[src/rtl/regularization_4bit_sync_pkg.sv]
// Shared constants, counter-width helper and output-decision encoding
// for the four-channel debounce-and-lockout filter.
package regularization_4bit_sync_pkg;

  localparam int DEBOUNCE_TIME_DEF = 2;
  localparam int DELAY_DEF         = 500;
  localparam int NUM_CHANNELS      = 4;

  // A counter that must hold 0..maxVal; never narrower than one bit so DELAY=0 still elaborates.
  function automatic int cntWidth(input int maxVal);
    return (maxVal < 1) ? 1 : $clog2(maxVal + 1);
  endfunction

  typedef enum logic [1:0] {
    OUT_CLEAR   = 2'd0,
    OUT_RISE    = 2'd1,
    OUT_BLOCKED = 2'd2,
    OUT_HOLD    = 2'd3
  } outAction_e;

endpackage

[src/rtl/regularization_channel.sv]
// Single-bit debounce followed by a rising-edge lockout; the output is registered
// and decided from the next-state debounced level.
module regularization_channel
  import regularization_4bit_sync_pkg::*;
#(
  parameter int DEBOUNCE_TIME = DEBOUNCE_TIME_DEF,
  parameter int DELAY         = DELAY_DEF
) (
  input  logic i_clk,
  input  logic i_reset,
  input  logic sig_i,
  output logic sig_o
);

  localparam int DW = cntWidth(DEBOUNCE_TIME);
  localparam int LW = cntWidth(DELAY);
  localparam logic [DW-1:0] DEB_TARGET = DW'(DEBOUNCE_TIME);
  localparam logic [LW-1:0] LOCK_LOAD  = LW'(DELAY);

  logic          level_q, level_d;
  logic [DW-1:0] dbCnt_q, dbCnt_d, dbInc;
  logic [LW-1:0] lock_q, lock_d;
  logic          out_q, out_d;
  outAction_e    action;

  // The debounce counter restarts whenever the raw input agrees with the accepted level.
  always_comb begin
    level_d = level_q;
    dbCnt_d = '0;
    dbInc   = dbCnt_q + DW'(1);
    if (sig_i != level_q) begin
      if (dbInc == DEB_TARGET) begin
        level_d = sig_i;
      end else begin
        dbCnt_d = dbInc;
      end
    end
  end

  always_comb begin
    if (!level_d) begin
      action = OUT_CLEAR;
    end else if (out_q) begin
      action = OUT_HOLD;
    end else if (lock_q == '0) begin
      action = OUT_RISE;
    end else begin
      action = OUT_BLOCKED;
    end
  end

  // A fall is never delayed by lockout; only a new rise waits for the counter to drain.
  always_comb begin
    out_d  = out_q;
    lock_d = (lock_q != '0) ? lock_q - LW'(1) : lock_q;
    unique case (action)
      OUT_CLEAR:   out_d = 1'b0;
      OUT_RISE: begin
        out_d  = 1'b1;
        lock_d = LOCK_LOAD;
      end
      OUT_BLOCKED: out_d = 1'b0;
      OUT_HOLD:    out_d = 1'b1;
    endcase
  end

  always_ff @(posedge i_clk) begin
    if (i_reset) begin
      level_q <= 1'b0;
      dbCnt_q <= '0;
      lock_q  <= '0;
      out_q   <= 1'b0;
    end else begin
      level_q <= level_d;
      dbCnt_q <= dbCnt_d;
      lock_q  <= lock_d;
      out_q   <= out_d;
    end
  end

  assign sig_o = out_q;

endmodule

[src/rtl/regularization_4bit_sync.sv]
// Four independent debounce-and-lockout channels for the jump-set condition flags;
// bit k of the input and output belongs to channel k.
module regularization_4bit_sync
  import regularization_4bit_sync_pkg::*;
#(
  parameter int DEBOUNCE_TIME = DEBOUNCE_TIME_DEF,
  parameter int DELAY         = DELAY_DEF
) (
  input  logic                    i_clk,
  input  logic                    i_reset,
  input  logic [NUM_CHANNELS-1:0] i_signal,
  output logic [NUM_CHANNELS-1:0] o_signal
);

  for (genvar k = 0; k < NUM_CHANNELS; k++) begin : gChannel
    regularization_channel #(
      .DEBOUNCE_TIME(DEBOUNCE_TIME),
      .DELAY        (DELAY)
    ) uChannel (
      .i_clk  (i_clk),
      .i_reset(i_reset),
      .sig_i  (i_signal[k]),
      .sig_o  (o_signal[k])
    );
  end

endmodule

[config.mk]
export PLATFORM = sky130hd
export DESIGN_NAME = regularization_4bit_sync
export DESIGN_NICKNAME = d
export VERILOG_FILES = /design/src/rtl/regularization_4bit_sync_pkg.sv /design/src/rtl/regularization_channel.sv /design/src/rtl/regularization_4bit_sync.sv
export SDC_FILE = /design/constraint.sdc
export NUM_CORES = 1
export LEC_CHECK = 0
export BUFFER_PORTS_ARGS = -buffer_cell sky130_fd_sc_hd__clkbuf_2
export CORE_ASPECT_RATIO = 1.5
export CORE_MARGIN = 5
export CORE_UTILIZATION = 60
export CTS_BUF_LIST = sky130_fd_sc_hd__clkbuf_16
export DETAILED_ROUTE_END_ITERATION = 6
export GPL_ROUTABILITY_DRIVEN = 0
export PLACE_DENSITY = 0.74
export SYNTH_ARGS = -nofsm -noshare
export SYNTH_HDL_FRONTEND = slang
export SYNTH_SLANG_ARGS = --single-unit
[constraint.sdc]
create_clock -name i_clk -period 2.75 [get_ports i_clk]
set_input_delay 0.4125 -clock i_clk [delete_from_list [all_inputs] [get_ports i_clk]]
set_output_delay 0.4125 -clock i_clk [all_outputs]
set_load 0.01 [all_outputs]
==> results of run 1 <==
## worst paths after layout
check                                    end  cells past startpoint
max           gChannel[0].uChannel.lock_q[1]                      6
min          gChannel[1].uChannel.dbCnt_q[0]                      1
max reg2reg   gChannel[0].uChannel.lock_q[1]                      6
min reg2reg  gChannel[1].uChannel.dbCnt_q[0]                      1
## through the flow
step / cells / util (%)
2_1_floorplan: 269 / -
3_3_place_gp: 315 / 63.0
3_5_place_dp: 315 / 63.0
4_1_cts: 323 / 66.5
5_1_grt: 323 / 66.5
6_report: 323 / 66.5
## cells in the final DEF (no fill, tap or decap), types with 2 or more instances in the layout
| cell type | n |
|---|---|
| o21bai_1 | 2 |
| o311a_1 | 2 |
| nand3_1 | 6 |
| nor4_1 | 6 |
| dfxtp_1 | 52 |
| ha_1 | 8 |
| mux2i_1 | 7 |
| nor4_2 | 2 |
| buf_4 | 2 |
| and3_1 | 3 |
| o31ai_1 | 9 |
| clkbuf_2 | 9 |
| or4_4 | 2 |
| xnor2_1 | 4 |
| a2111oi_0 | 2 |
| nor2b_1 | 2 |
| inv_1 | 18 |
| clkbuf_16 | 5 |
| or4b_1 | 2 |
| or4_1 | 5 |
| o211a_1 | 3 |
| nand2_1 | 15 |
| nor3_1 | 5 |
| o21a_1 | 5 |
| or2_2 | 2 |
| or3b_2 | 2 |
| a31oi_1 | 6 |
| nand2b_1 | 4 |
| nor2_1 | 33 |
| nand3b_1 | 5 |
| a211oi_1 | 10 |
| nor3b_1 | 4 |
| a21oi_1 | 15 |
| o21ai_0 | 2 |
| or3_1 | 9 |
## layer usage
metal / up-vias / global-route usage (%)
met4: 0 / 8.11
li1: 1004 / -
met1: 923 / 20.1
met5: - / 0
met2: 20 / 30.4
met3: 10 / 4.13
## final cells by class
type                    instances  area [µm²]  share of cell area, %
multi-input cells             191        1260                   48.1
flip-flops and latches         52        1040                   39.9
clock buffers                   5         125                   4.79
repair buffers                 11        60.1                   2.30
inverters                      16        60.1                   2.30
well taps                      45        56.3                   2.16
clock inverters                 3        11.3                  0.431
## power by group through the flow
stage	combinational, mW	clock [mW]	sequential [mW]
finish	1.47	0.583	1.28
global placement	1.42	0	1.29
detailed placement	1.46	0	1.29
floorplan	1.27	0	1.22
global route	1.69	0.635	1.32
CTS	1.47	0.598	1.28
## state kept, by name, summed over array words and instances, names as in the netlist
| signal | flops |
|---|---|
| gChannel.uChannel.lock_q | 36 |
| gChannel.uChannel.dbCnt_q | 8 |
| gChannel.uChannel.level_q | 4 |
| gChannel.uChannel.sig_o | 4 |
## cells by family after synthesis
| family | count (synthesis) |
|---|---|
| buffers and inverters | 26 |
| adders and majority gates | 8 |
| muxes | 7 |
| xor gates and xnor gates | 4 |
| AOI/OAI and AO/OA | 64 |
| and+or+nand+nor | 108 |
| DFF | 52 |
## worst register-to-register path, stage by stage (launching register included)
cell and delay [ns]:
dfxtp_1 0.35, inv_1 0.07, ha_1 0.19, or3b_1 0.46, nor4_1 0.59, nand2_1 0.26, o2111a_1 0.20
==> metrics.cfg, run 1 <==
[run_status]
status = complete, no violations

[clock_network]
cts_hold_buf = 0
cts-htree-levels = 2
cts_setup_buffers = 0
root_buffer = clkbuf_16
clkLatencyLatePin_ns = 0.29
clock_sinks = 52
cts_tree = built
cts_buffers = 5
clk_pin_slew_ns = 0.06
cts-root-to-sink-buffers = 2
ctsResizeCount = 0

[yosys]
synth.avg_cell_area_um2 = 8.99
yosys-top-cells-area = dfxtp_1 (43%), nor2_1 (5.1%), ha_1 (4.1%)
synth.most_common_cell = dfxtp_1
synth_cells = 269
synth_xor_area_share_pct = 1.45
synth_cell_types = 45
yosysSeqAreaShare_pct = 43.0
syn_nets = 283
synth_top_area_cell = dfxtp_1
synthSimpleGateAreaFrac_pct = 24.7
synth_enable_flop_cells = 0
synth-main-ff-cell = dfxtp_1
synthMuxAreaShare_pct = 2.90
synthAdderAreaFrac_pct = 4.14
yosys_warnings = 0
synth_compound_area_share_pct = 18.8
ys_ff_latch = 52
synth_top_family_by_area = simple AND/OR/NAND/NOR gates
synth_area_mm2 = 0.00242
ys_async_sr_fraction_pct = 0
synth_top_area_share_pct = 43.0
synth_common_cells = dfxtp_1 (52), nor2_1 (33), inv_1 (16), a21oi_1 (15), nand2_1 (15)

[sta]
final.min_clock_period_ns = 2.21
tightest_slew_ns = 0.727
fin_skew_ns = 0.00547
timing.final.crit_share_pct = 80.3
worst_slack_ns = 0.542
setup_viol = 0
final_max_slew_viol_count = 0
tns_ns = 0
hold_ws_ns = 0.417
hold_viol = 0
fmax_mhz = 453
relSlewSlack_pct = 51.1
rsz0062_at_grt = no

[power]
combinationalPowerShare_pct = 44.1
p_leak_nw = 1.03
vdd_drop_max_mv = 0.853
power_density_mw_per_mm2 = 1280
p_seq_share_pct = 38.5
clkPwrFrac_pct = 17.5
switching_power_mw = 1.32
p_int_mw = 2.01
switching_share_pct = 39.7
power.total_mw = 3.34

[floorplan]
row_count = 28
die_w_um = 61.8
core-area_mm2 = 0.00392
die_area_mm2 = 0.00543
io_pins = 10
start_util_pct = 61.6
die_h_um = 87.8

[drt]
drc = 0
routed_via_density = 6.06
topRoutingLayerUsed = met4
drt-wirelength-per-cell_um = 13.2
wl_met3_um = 92
m1WireLength_um = 1910
dr_wl_met2_um = 2160
via_count = 1957
ant_nets = 0
drtIter0Drc = 65
drt_pass1_iterations = 4
totalWireLength_um = 4270

[layout]
area_delta_synth_final_pct = 7.92
fin_nets = 291
final_cell_area_mm2 = 0.00261
layout-drive-gt1-share_pct = 8.99
num_antenna_cells = 0
fill_cells = 341

[min_path]
worstHoldStart = gChannel[1].uChannel.dbCnt_q[0]
holdCritPathClass = flip-flop to flip-flop

[worst_setup_path]
ff2ff_setup_slack_ns = 0.54
crit_chain = inv_1 > ha_1 > or3b_1 > nor4_1 > nand2_1 > o2111a_1
cp-end-kind = flip-flop
critPathMaxFanout = 7
slowest_delay_ns = 0.59
crit_type = flip-flop to flip-flop
cp.arrival_ns = 2.39
cp_top_family = simple AND/OR/NAND/NOR gates
crit_start = gChannel[0].uChannel.lock_q[0]
cp_slowest_cell = nor4_1
r2r-start = gChannel[0].uChannel.lock_q[0]
critPathLaunchType = flip-flop
crit_required_ns = 2.93
path_buf_inv = 1

[global_routing]
grt_pass1_wl_um = 7490
grt_max_degree = 21
track_usage_pct = 17.7
globalRouteOverflowTotal = 0
antenna_found_initial = 0
grt_pass1_vias = 1841

[placement]
dp_hpwl_um = 3030
dp_slack_ns = 0.594
io_buffers = 9
dpl-instance-area_mm2 = 0.00247

[job]
drv_cap = 0

Note: power is estimated with default switching activity, not from simulation.
==> inputs of run 2 (changes only) <==
--- a/config.mk
+++ b/config.mk
@@ -8,11 +8,11 @@
 export BUFFER_PORTS_ARGS = -buffer_cell sky130_fd_sc_hd__clkbuf_2
 export CORE_ASPECT_RATIO = 1.5
 export CORE_MARGIN = 5
-export CORE_UTILIZATION = 60
+export CORE_UTILIZATION = 54
 export CTS_BUF_LIST = sky130_fd_sc_hd__clkbuf_16
 export DETAILED_ROUTE_END_ITERATION = 6
 export GPL_ROUTABILITY_DRIVEN = 0
-export PLACE_DENSITY = 0.74
+export PLACE_DENSITY = 0.7
 export SYNTH_ARGS = -nofsm -noshare
 export SYNTH_HDL_FRONTEND = slang
 export SYNTH_SLANG_ARGS = --single-unit
==> constraint.sdc (replaced) <==
create_clock -name i_clk -period 1.85 [get_ports i_clk]
set_input_delay 0.2775 -clock i_clk [delete_from_list [all_inputs] [get_ports i_clk]]
set_output_delay 0.2775 -clock i_clk [all_outputs]
set_load 0.01 [all_outputs]
==> run 2 against run 1 <==
Against the previous run: wire length up 11%; non-clock buffer count up 20; power up 71%; worst hold slack worse by 0.097 ns; die area up 9.5%; core utilization up 0.49 points; largest power group unchanged.
==> metrics.cfg, run 2 (synthesis gave the netlist of run 1 again) <==
[sta]
fin_skew_ns = 0.00674
timing.final.crit_share_pct = 98.2
final.min_clock_period_ns = 1.82
rsz0062_at_grt = yes
hold_ws_ns = 0.320
relSlewSlack_pct = 61.4
fmax_mhz = 550
hold_viol = 0
final_max_slew_viol_count = 0
worst_slack_ns = 0.0329
tightest_slew_ns = 0.563
setup_viol = 0

[layout]
fin_util_pct = 67.0
layout-drive-gt1-share_pct = 19.5
final_common_cell = dfxtp_1
final_cell_mix = dfxtp_1 (50), nor2_1 (33), buf_4 (21), nand2_1 (15), a21oi_1 (15)
num_antenna_cells = 0
regMostFlops = gChannel.uChannel.lock_q
fin_nets = 311
area_delta_synth_final_pct = 18.6
reg.largest.list = gChannel.uChannel.lock_q (36), gChannel.uChannel.dbCnt_q (8)
largest_reg_flops = 36
fill_cells = 362

[worst_setup_path]
crit_type = flip-flop to flip-flop
rr_worst_depth = 7
cp_slowest_cell = or3b_1
reg2reg_to = gChannel[0].uChannel.lock_q[1]
cp_top_family = simple AND/OR/NAND/NOR gates
critPathLaunchType = flip-flop
critPathMaxFanout = 5
slowest_delay_ns = 0.41
path_buf_inv = 2
r2r-start = gChannel[0].uChannel.lock_q[1]
crit_chain = inv_2 > ha_4 > or3b_1 > nor4_2 > buf_4 > nand2_1 > o2111a_1
cp.depth = 7
cp.arrival_ns = 2.00
cp-end-kind = flip-flop
crit_required_ns = 2.03
ff2ff_setup_slack_ns = 0.03

[drt]
routed_via_density = 5.90
via_count = 2030
drc = 0
ant_nets = 0
drtIter0Drc = 144
drt-wirelength-per-cell_um = 13.7
totalWireLength_um = 4730
drt_pass1_iterations = 4

[power]
vdd_drop_max_mv = 1.16
power_density_mw_per_mm2 = 1980
p_leak_nw = 1.16

[job]
drv_cap = 0

[clock_network]
root_buffer = clkbuf_16
cts_hold_buf = 0
cts_buffers = 5
cts-htree-levels = 2
clkLatencyLatePin_ns = 0.29
clk_pin_slew_ns = 0.07
cts_tree = built
clock_sinks = 52
cts-root-to-sink-buffers = 2

[placement]
dp_hpwl_um = 3350
io_buffers = 9
dp_slack_ns = 0.0314

[floorplan]
io_pins = 10
die_w_um = 64.6
die_h_um = 92.0
core-area_mm2 = 0.00428
die_area_mm2 = 0.00595
row_count = 29
start_util_pct = 56.5

[min_path]
whs_path_depth = 3
worstHoldStart = i_signal[1]
holdCritPathClass = input port to flip-flop
worstHoldEndpoint = gChannel[1].uChannel.level_q

[global_routing]
grt_pass1_vias = 2012
grt_max_degree = 18
track_usage_pct = 16.8
antenna_found_initial = 0
globalRouteOverflowTotal = 0
grt_pass1_wl_um = 8180

[run_status]
status = complete, no violations

==> run 2: changes by cell type in the layout (fill, tap and decap cells not counted), sizes merged <==
| cell | change |
|---|---|
| bufinv | +1 |
| inv | -1 |
| clkinvlp | +1 |
| clkinv | -1 |
| buf | +20 |
==> run 2: final cells by class <==
type	count	area [µm²]	area share [%]
clock buffers	5	125	4.36
clock inverters	3	46.3	1.61
inverters	16	60.1	2.09
multi-input cells	191	1310	45.8
flip-flops and latches	52	1040	36.4
well taps	46	57.6	2.01
repair buffers	31	223	7.76
==> run 2: worst min-delay path: stages <==
cell,delay (ns)
clkbuf_2,0.09
mux2i_1,0.07
nor2_1,0.11
==> run 2: stage by stage <==
step	TNS, ns	cell area, µm²	std cells	power (mW)
floorplan	-0.00868	2440	269	3.76
global placement	0	2650	336	4.46
detailed placement	0	2650	336	4.50
CTS	0	2820	344	5.58
global route	-0.0400	2870	344	6.16
finish	0	2870	344	5.69
==> run 2: report_power, final <==
group,switching (mW),internal (mW)
combinational,1.37,1.38
clock,0.405,0.642
sequential,0.398,1.50
==> run 2: layer usage <==
metal	vias up	wire length (µm)	track usage, %	part of all wire, %
met2	24	2490	29.9	53
met4	0	68	8.11	1.4
met1	950	2070	18.8	44
met5	-	0	0	0
li1	1050	-	-	-
met3	6	99	3.06	2.1
==> run 2: repair_timing <==
action                                  in CTS  in global routing
buffers inserted                             0                  0
gates resized for setup                      0                 10
endpoints found under the setup margin       0                 12
==> run 2: worst max-delay path by stage <==
stage                                                 to                      startpoint
after floorplan           gChannel[0].uChannel.lock_q[1]  gChannel[0].uChannel.lock_q[1]
after global placement    gChannel[2].uChannel.lock_q[7]  gChannel[2].uChannel.lock_q[0]
after detailed placement  gChannel[3].uChannel.lock_q[5]  gChannel[3].uChannel.lock_q[0]
after CTS                 gChannel[3].uChannel.lock_q[5]  gChannel[3].uChannel.lock_q[0]
after global routing      gChannel[0].uChannel.lock_q[1]  gChannel[0].uChannel.lock_q[1]
final                     gChannel[0].uChannel.lock_q[1]  gChannel[0].uChannel.lock_q[1]
